$ cat src/rtl/rs_scan_pkg.sv
// Shared types and constants for the IO-ring scan-chain initiator.
package rs_scan_pkg;

    typedef enum logic [2:0] {
        IDLE,
        SHIFT_IN,
        CAPTURE,
        SHIFT_OUT,
        FINISH
    } state_t;

    localparam int CAPTURE_CYCLES = 1;

endpackage

$ cat src/rtl/rs_scan_shreg.sv
// TX parallel-in/serial-out and RX serial-in/parallel-out registers for the scan chain.
module rs_scan_shreg
    import rs_scan_pkg::*;
#(
    parameter int CHAIN_LEN = 8
) (
    input  logic                 clk,
    input  logic                 rst,
    input  logic                 load,
    input  logic                 shift_tx,
    input  logic                 shift_rx,
    input  logic [CHAIN_LEN-1:0] par_in,
    input  logic                 ser_in,
    output logic                 ser_out,
    output logic [CHAIN_LEN-1:0] rx_next
);

    logic [CHAIN_LEN-1:0] tx;
    logic [CHAIN_LEN-1:0] rx;

    // Zero-fill on shift so the serial output falls to 0 once the pattern is fully sent.
    always_ff @(posedge clk or posedge rst) begin
        if (rst) begin
            tx <= '0;
        end else if (load) begin
            tx <= par_in;
        end else if (shift_tx) begin
            tx <= {tx[CHAIN_LEN-2:0], 1'b0};
        end
    end

    always_ff @(posedge clk) begin
        if (shift_rx) begin
            rx <= rx_next;
        end
    end

    assign ser_out = tx[CHAIN_LEN-1];
    assign rx_next = {rx[CHAIN_LEN-2:0], ser_in};

endmodule

$ cat src/rtl/rs_scan_ctrl.sv
// Scan-chain initiator: serial load, one capture cycle, serial unload to a parallel result.
// Optional masked compare of the unloaded result is enabled by RS_SCAN_CTRL_COMPARE_EN.
module rs_scan_ctrl
    import rs_scan_pkg::*;
#(
    parameter int CHAIN_LEN = 8
) (
    input  logic                 CK,
    input  logic                 G_RESET,
    input  logic                 START,
    input  logic [CHAIN_LEN-1:0] PATTERN_IN,
    input  logic [CHAIN_LEN-1:0] EXPECT_IN,
    input  logic [CHAIN_LEN-1:0] MASK_IN,
    input  logic                 SO,
    output logic                 SI,
    output logic                 SCAN_ENABLE,
    output logic                 SCAN_MODE,
    output logic                 BUSY,
    output logic                 DONE,
    output logic [CHAIN_LEN-1:0] RESULT_OUT,
    output logic                 MISMATCH
);

    localparam int CNT_W = $clog2(CHAIN_LEN + 1);
    localparam logic [CNT_W-1:0] SHIFT_LAST = CNT_W'(CHAIN_LEN - 1);
    localparam logic [CNT_W-1:0] CAP_LAST   = CNT_W'(CAPTURE_CYCLES - 1);

    state_t               state;
    state_t               state_n;
    logic [CNT_W-1:0]     cnt;
    logic                 load;
    logic                 shift_tx;
    logic                 shift_rx;
    logic                 res_upd;
    logic                 done_n;
    logic [CHAIN_LEN-1:0] rx_next;

    always_ff @(posedge CK or posedge G_RESET) begin
        if (G_RESET) begin
            state <= IDLE;
        end else begin
            state <= state_n;
        end
    end

    // Counter restarts at every state change and saturates at the last shift index.
    always_ff @(posedge CK or posedge G_RESET) begin
        if (G_RESET) begin
            cnt <= '0;
        end else if (state_n != state) begin
            cnt <= '0;
        end else if (cnt != SHIFT_LAST) begin
            cnt <= cnt + CNT_W'(1);
        end
    end

    always_comb begin
        state_n  = state;
        load     = 1'b0;
        shift_tx = 1'b0;
        shift_rx = 1'b0;
        res_upd  = 1'b0;
        done_n   = 1'b0;
        case (state)
            IDLE: begin
                if (START) begin
                    load    = 1'b1;
                    state_n = SHIFT_IN;
                end
            end
            SHIFT_IN: begin
                shift_tx = 1'b1;
                if (cnt == SHIFT_LAST) begin
                    state_n = CAPTURE;
                end
            end
            CAPTURE: begin
                if (cnt == CAP_LAST) begin
                    state_n = SHIFT_OUT;
                end
            end
            SHIFT_OUT: begin
                shift_rx = 1'b1;
                if (cnt == SHIFT_LAST) begin
                    res_upd = 1'b1;
                    state_n = FINISH;
                end
            end
            FINISH: begin
                done_n  = 1'b1;
                state_n = IDLE;
            end
            default: state_n = IDLE;
        endcase
    end

    // Chain controls are registered from the next state so they line up with it.
    always_ff @(posedge CK or posedge G_RESET) begin
        if (G_RESET) begin
            SCAN_ENABLE <= 1'b0;
            SCAN_MODE   <= 1'b0;
            BUSY        <= 1'b0;
            DONE        <= 1'b0;
            RESULT_OUT  <= '0;
        end else begin
            SCAN_ENABLE <= (state_n == SHIFT_IN) || (state_n == SHIFT_OUT);
            SCAN_MODE   <= (state_n == SHIFT_IN) || (state_n == CAPTURE) ||
                           (state_n == SHIFT_OUT);
            BUSY        <= (state_n != IDLE);
            DONE        <= done_n;
            if (res_upd) begin
                RESULT_OUT <= rx_next;
            end
        end
    end

    rs_scan_shreg #(
        .CHAIN_LEN(CHAIN_LEN)
    ) u_shreg (
        .clk     (CK),
        .rst     (G_RESET),
        .load    (load),
        .shift_tx(shift_tx),
        .shift_rx(shift_rx),
        .par_in  (PATTERN_IN),
        .ser_in  (SO),
        .ser_out (SI),
        .rx_next (rx_next)
    );

`ifdef RS_SCAN_CTRL_COMPARE_EN
    logic [CHAIN_LEN-1:0] exp_q;
    logic [CHAIN_LEN-1:0] mask_q;

    always_ff @(posedge CK) begin
        if (load) begin
            exp_q  <= EXPECT_IN;
            mask_q <= MASK_IN;
        end
    end

    // Evaluated on the FINISH edge so it becomes valid together with DONE.
    always_ff @(posedge CK or posedge G_RESET) begin
        if (G_RESET) begin
            MISMATCH <= 1'b0;
        end else if (done_n) begin
            MISMATCH <= |((RESULT_OUT ^ exp_q) & mask_q);
        end
    end
`else
    logic unused_cmp;
    assign unused_cmp = ^{EXPECT_IN, MASK_IN};
    assign MISMATCH   = 1'b0;
`endif

endmodule

$ cat config.mk
export PLATFORM = sky130hd
export DESIGN_NAME = rs_scan_ctrl
export DESIGN_NICKNAME = d
export VERILOG_FILES = /design/src/rtl/rs_scan_pkg.sv /design/src/rtl/rs_scan_shreg.sv /design/src/rtl/rs_scan_ctrl.sv
export SDC_FILE = /design/constraint.sdc
export NUM_CORES = 1
export LEC_CHECK = 0
export BUFFER_PORTS_ARGS = -buffer_cell sky130_fd_sc_hd__buf_2
export CORE_MARGIN = 2
export CORE_UTILIZATION = 50
export CTS_CLUSTER_SIZE = 16
export DETAILED_ROUTE_END_ITERATION = 6
export GPL_ROUTABILITY_DRIVEN = 0
export GPL_TIMING_DRIVEN = 0
export PLACE_DENSITY = 0.77
export SYNTH_ARGS = -nofsm -noshare
export SYNTH_HDL_FRONTEND = slang
export SYNTH_SLANG_ARGS = --single-unit
$ cat constraint.sdc
create_clock -name CK -period 2.5 [get_ports CK]
set_clock_uncertainty 0.2 [all_clocks]
set_input_delay 0.5 -clock CK [delete_from_list [all_inputs] [get_ports CK]]
set_output_delay 0.5 -clock CK [all_outputs]
set_load 0.05 [all_outputs]
Word-level counts from Yosys, hierarchy flattened
Cells that the tools add are included.
{"block": "classes", "addsub": 1, "n_eq_ne": 10, "n_mux": 16, "reduce_logical": 8}
{"operator": "2-to-1 mux 8 bit", "count": 2}
{"operator": "== test 3 x 2 -> 1 bit (second input constant)", "count": 4}
{"operator": "2-to-1 mux 3 bit", "count": 4}
{"operator": "one-hot mux 3 bit (4 select lines)", "count": 1}
{"operator": "2-to-1 mux 4 bit", "count": 2}
{"operator": "2-to-1 mux 1 bit", "count": 7}
{"operator": "== test 3 x 1 -> 1 bit (second input constant)", "count": 2}
{"operator": "adder 4 x 1 -> 4 bit (second input constant)", "count": 1}
{"operator": "== test 4 x 3 -> 1 bit (second input constant)", "count": 1}
{"operator": "logical NOT 4 bit", "count": 1}
{"operator": "inequality test 4 x 3 -> 1 bit (second input constant)", "count": 1}
{"operator": "nonzero test 2 bit", "count": 2}
{"operator": "== test 3 bit (second input constant)", "count": 1}
{"operator": "logical NOT 3 bit", "count": 1}
{"operator": "logical OR 1 bit", "count": 3}
{"operator": "inequality test 3 bit", "count": 1}
{"operator": "nonzero test 3 bit", "count": 1}
{"block": "totals", "reg_bits": 34, "inputBits": 28, "output_inout_bits": 14, "wordCells": 44}

Logic depth before layout (Yosys ltp)
{"block": "logic_depth", "ltp_word": 6, "ltp_mapped": 5, "mapped_depth_nobuf": 5}

Modules after synthesis
A second synthesis with hierarchy kept.
{"block": "hier_totals", "cells_unflattened": 107, "hier_area_um2": 1430.1}
{"mod": "rs_scan_ctrl", "n_inst": 1, "cells_per_inst": 64, "area_each_um2": 839.6, "seq_area_each_um2": 475.5}
{"mod": "rs_scan_shreg", "n_inst": 1, "cells_per_inst": 43, "area_each_um2": 590.6, "seq_area_each_um2": 410.4}

Worst setup path after synthesis
Ideal clock, no wire load.
{"block": "synth_path", "path_kind": "reg-to-reg", "start": "register cnt[0]", "end": "register RESULT_OUT[0]", "setup_time_ps": 125, "arrival_ps": 1407, "t_required_ps": 2175, "slack_ps": 769, "path_stages_with_launch": 5, "n_path_buf": 0, "period_less_slack_ps": 1731, "path_cell_list": "dfrtp_1 > ha_1 > nand3b_4 > nor3_4 > mux2_2"}
{"block": "synth_between", "elab_chain_cells": 3}
{"element": "from (decl)", "line": "rs_scan_ctrl.sv:30", "text": "logic [CNT_W-1:0] cnt;"}
{"element": "from (signal assigned)", "line": "rs_scan_ctrl.sv:53", "text": "cnt <= cnt + CNT_W'(1);"}
{"element": "== test 4 x 3 -> 1 bit", "line": "rs_scan_ctrl.sv:84", "text": "if (cnt == SHIFT_LAST) begin"}
{"element": "2-to-1 mux 1 bit", "line": "rs_scan_ctrl.sv:84"}
{"element": "2-to-1 mux 1 bit", "line": "rs_scan_ctrl.sv:64", "text": "case (state)"}
{"element": "to (signal assigned)", "line": "rs_scan_ctrl.sv:112", "text": "RESULT_OUT <= rx_next;"}
{"element": "to (decl)", "line": "rs_scan_ctrl.sv:20", "text": "output logic [CHAIN_LEN-1:0] RESULT_OUT,"}
No other way between the ends.
A chain may end at the register's enable or synchronous reset.

Worst setup path in the final report
{"block": "layout_path", "start": "register cnt[0]", "end": "register RESULT_OUT[3]"}
Same word-level chain as after synthesis.

==> run metrics <==
grt peak-use layer met2; initial antenna violation count 0; fraction of registers with async set/reset 0.794; RR Startpoint cnt[0]; max cap viols 0; Final Hold Violating Endpoints 0; Detailed Place HPWL slightly above 2000 um; Fmax about 510 MHz; CTS Root Cell clkbuf_4; Unique masters post-synth 42; mux cell area share after synthesis 0.0652; syn nets 160; max-slew violation count 0; vias in the first global route about 1100; die area around 3500 sq um; post-synthesis sequential area ratio 0.577; Worst setup EP type register; global routing usage on met2 0.309; status finished, final reports clean; Post CTS Setup Buffer Count 0; layout cells sized above 1 0.298; Hold Crit Depth 1; VDD IR max around 0.59 mV; worst rel slew slack 0.305; flops & latches, synth 34; grt total ovfl 0; setup_tns 0 ns; crit start category register; crit path DAT ~2 ns; Via Count roughly 1100; Residual DRC 0; unrepaired setup endpoints after global routing false; Clk Latency, worst-skew pair ~0.34 ns; Worst path top cell family by delay simple AND/OR/NAND/NOR gates; ys flop type dfrtp_1; total power draw 0.00235 W; area grow syn2layout 15.2%; fin crit share 0.787; CP max-delay cell dfrtp_1; CTS max path bufs 2; Post-synth EDFFs 7; worst min-delay path class input pin to register; synthesized area approximately 1500 sq um; DIE WIDTH ~59 um; clk sinks 34; CTS tree done; min-delay src SO; io pins 42; Die Ht 59.4 um; GRT met1 Usage 0.251; CP max FO 9; CTS HTree Levels 2; First DRT Iteration DRCs 32; routed wire length around 2900 um; total core area ~3000 sq um; total CTS buffers 5; setup violators final 0; port buffer count 23; largest family of logic cells by synthesized area compound AO/OA/AOI/OAI gates; Final Net Count 190; clock-pin slew on the worst setup and hold paths approximately 0.10 ns; Synthesis Warnings 0; Critical Path Max Stage Delay 0.42 ns; design area ~1800 sq um; simple-gate share of the synthesized area 0.150; global routing usage on met3 0.0611; first-pass detailed-route iteration total 5; pin count of the biggest net entering global routing 28; DP Area roughly 1700 sq um; crit path cell chain ha_1 -> nand3b_4 -> nor3_4 -> mux2_2; Inserted Diodes 0; xor/xnor cell area share of the yosys netlist 0; WL per Instance 14.9 um; post-route ant nets 0; reg2reg path depth 4; crit path kind register to register; first-pass GRT wire length just over 5000 um; Synth Area in Compound Gates 0.152; mean post-synth cell area between 10 and 15 sq um; via density per instance ~5.7; Power Density 1330 nW/um^2; Worst Path Required approximately 2.5 ns; initial core utilization 0.516; FP Rows 20; Leakage approximately 0.80 nW; Slew @ Worst Pin roughly 1.0 ns; r2r endpoint RESULT_OUT[3]; flop-to-flop setup slack approximately 0.53 ns; worst path buffer plus inverter count 0; adder-cell share of the synthesized area 0.0163; post-CTS sizing 0; gr usage total 0.199; Tmin final between 1.5 and 2 ns; Post-CTS Hold Buffers 0; Syn Inst Count 130; Worst Hold End u_shreg.rx[0]
cell type report:
class	count	area, sq um
timing repair buffer	23	115
buffer	9	42.5
clock inverter	3	40.0
tap	33	41.3
sequential	34	886
inverter	4	15.0
clock buffer	5	37.5
fill	246	1210
multi-input combinational	83	592
flip-flops by register name, indices dropped and copies added, names as in the netlist:
signal and count:
RESULT_OUT 8, u_shreg.tx 8, u_shreg.rx 7, cnt 4, state 3, BUSY 1
DONE 1, SCAN_ENABLE 1, SCAN_MODE 1
worst max path at each step:
stage                     startpoint            end  slack (ns)  depth (start not counted)
after floorplan               cnt[0]  RESULT_OUT[0]        0.77                          4
after global placement        cnt[0]  RESULT_OUT[0]        0.58                          4
after detailed placement      cnt[0]  RESULT_OUT[3]        0.54                          4
after CTS                     cnt[0]  RESULT_OUT[3]        0.52                          4
after global routing          cnt[1]  RESULT_OUT[1]        0.38                          4
final                         cnt[0]  RESULT_OUT[3]        0.53                          4
routing by layer:
layer	vias to the layer above	wire length (um)
li1	536	-
met1	536	1250
met2	27	1410
met3	9	145
met4	0	76
met5	-	0
cell usage in the layout, fill, tap and decap left out, types with 2 or more instances in the layout:
cell type,n
ha_1,2
mux2_2,7
or3_1,2
buf_2,27
o22ai_1,2
o21ai_0,12
o211ai_1,2
nor2_1,6
nand2_1,4
dfrtp_1,27
clkbuf_4,5
a31oi_1,8
nor2b_1,7
a22oi_1,6
clkbuf_1,3
clkinv_2,2
nand3_1,2
inv_1,4
edfxtp_1,7
logic make-up after synthesis:
logic type / after synthesis
other: 1
and+or+nand+nor: 35
AOI/OAI and AO/OA: 36
muxes: 9
adders and majority gates: 2
buffers and inverters: 13
DFF: 34
Yosys cell counts, types with 3 or more instances:
cell | n | area (sq um)
nor2b_1 | 7 | 43.8
a31oi_1 | 8 | 50.1
nor2_1 | 6 | 22.5
dfrtp_1 | 27 | 676
edfxtp_1 | 7 | 210
a22oi_1 | 6 | 45.0
clkbuf_1 | 3 | 11.3
buf_2 | 4 | 20.0
o21ai_0 | 12 | 60.1
mux2_2 | 7 | 78.8
inv_1 | 4 | 15.0
nand2_1 | 4 | 15.0
through the flow:
step / worst slack, ns / util / hold WS [ns] / cells
finish: 0.534 / 0.594 / 0.149 / 194
global route: 0.383 / 0.594 / 0.128 / 194
CTS: 0.521 / 0.594 / 0.131 / 194
detailed placement: 0.543 / 0.568 / 0.233 / 186
global placement: 0.585 / 0.568 / 0.226 / 186
floorplan: 0.769 / - / 0.220 / 130
report_power, final:
part	switching, W	internal [W]	total [W]	leakage (nW)
registers	0.000126	0.000792	0.000918	0.404
clock network	0.000189	0.000207	0.000396	0.0450
logic	0.000697	0.000339	0.00104	0.354
(Power assumes the default switching activity.)
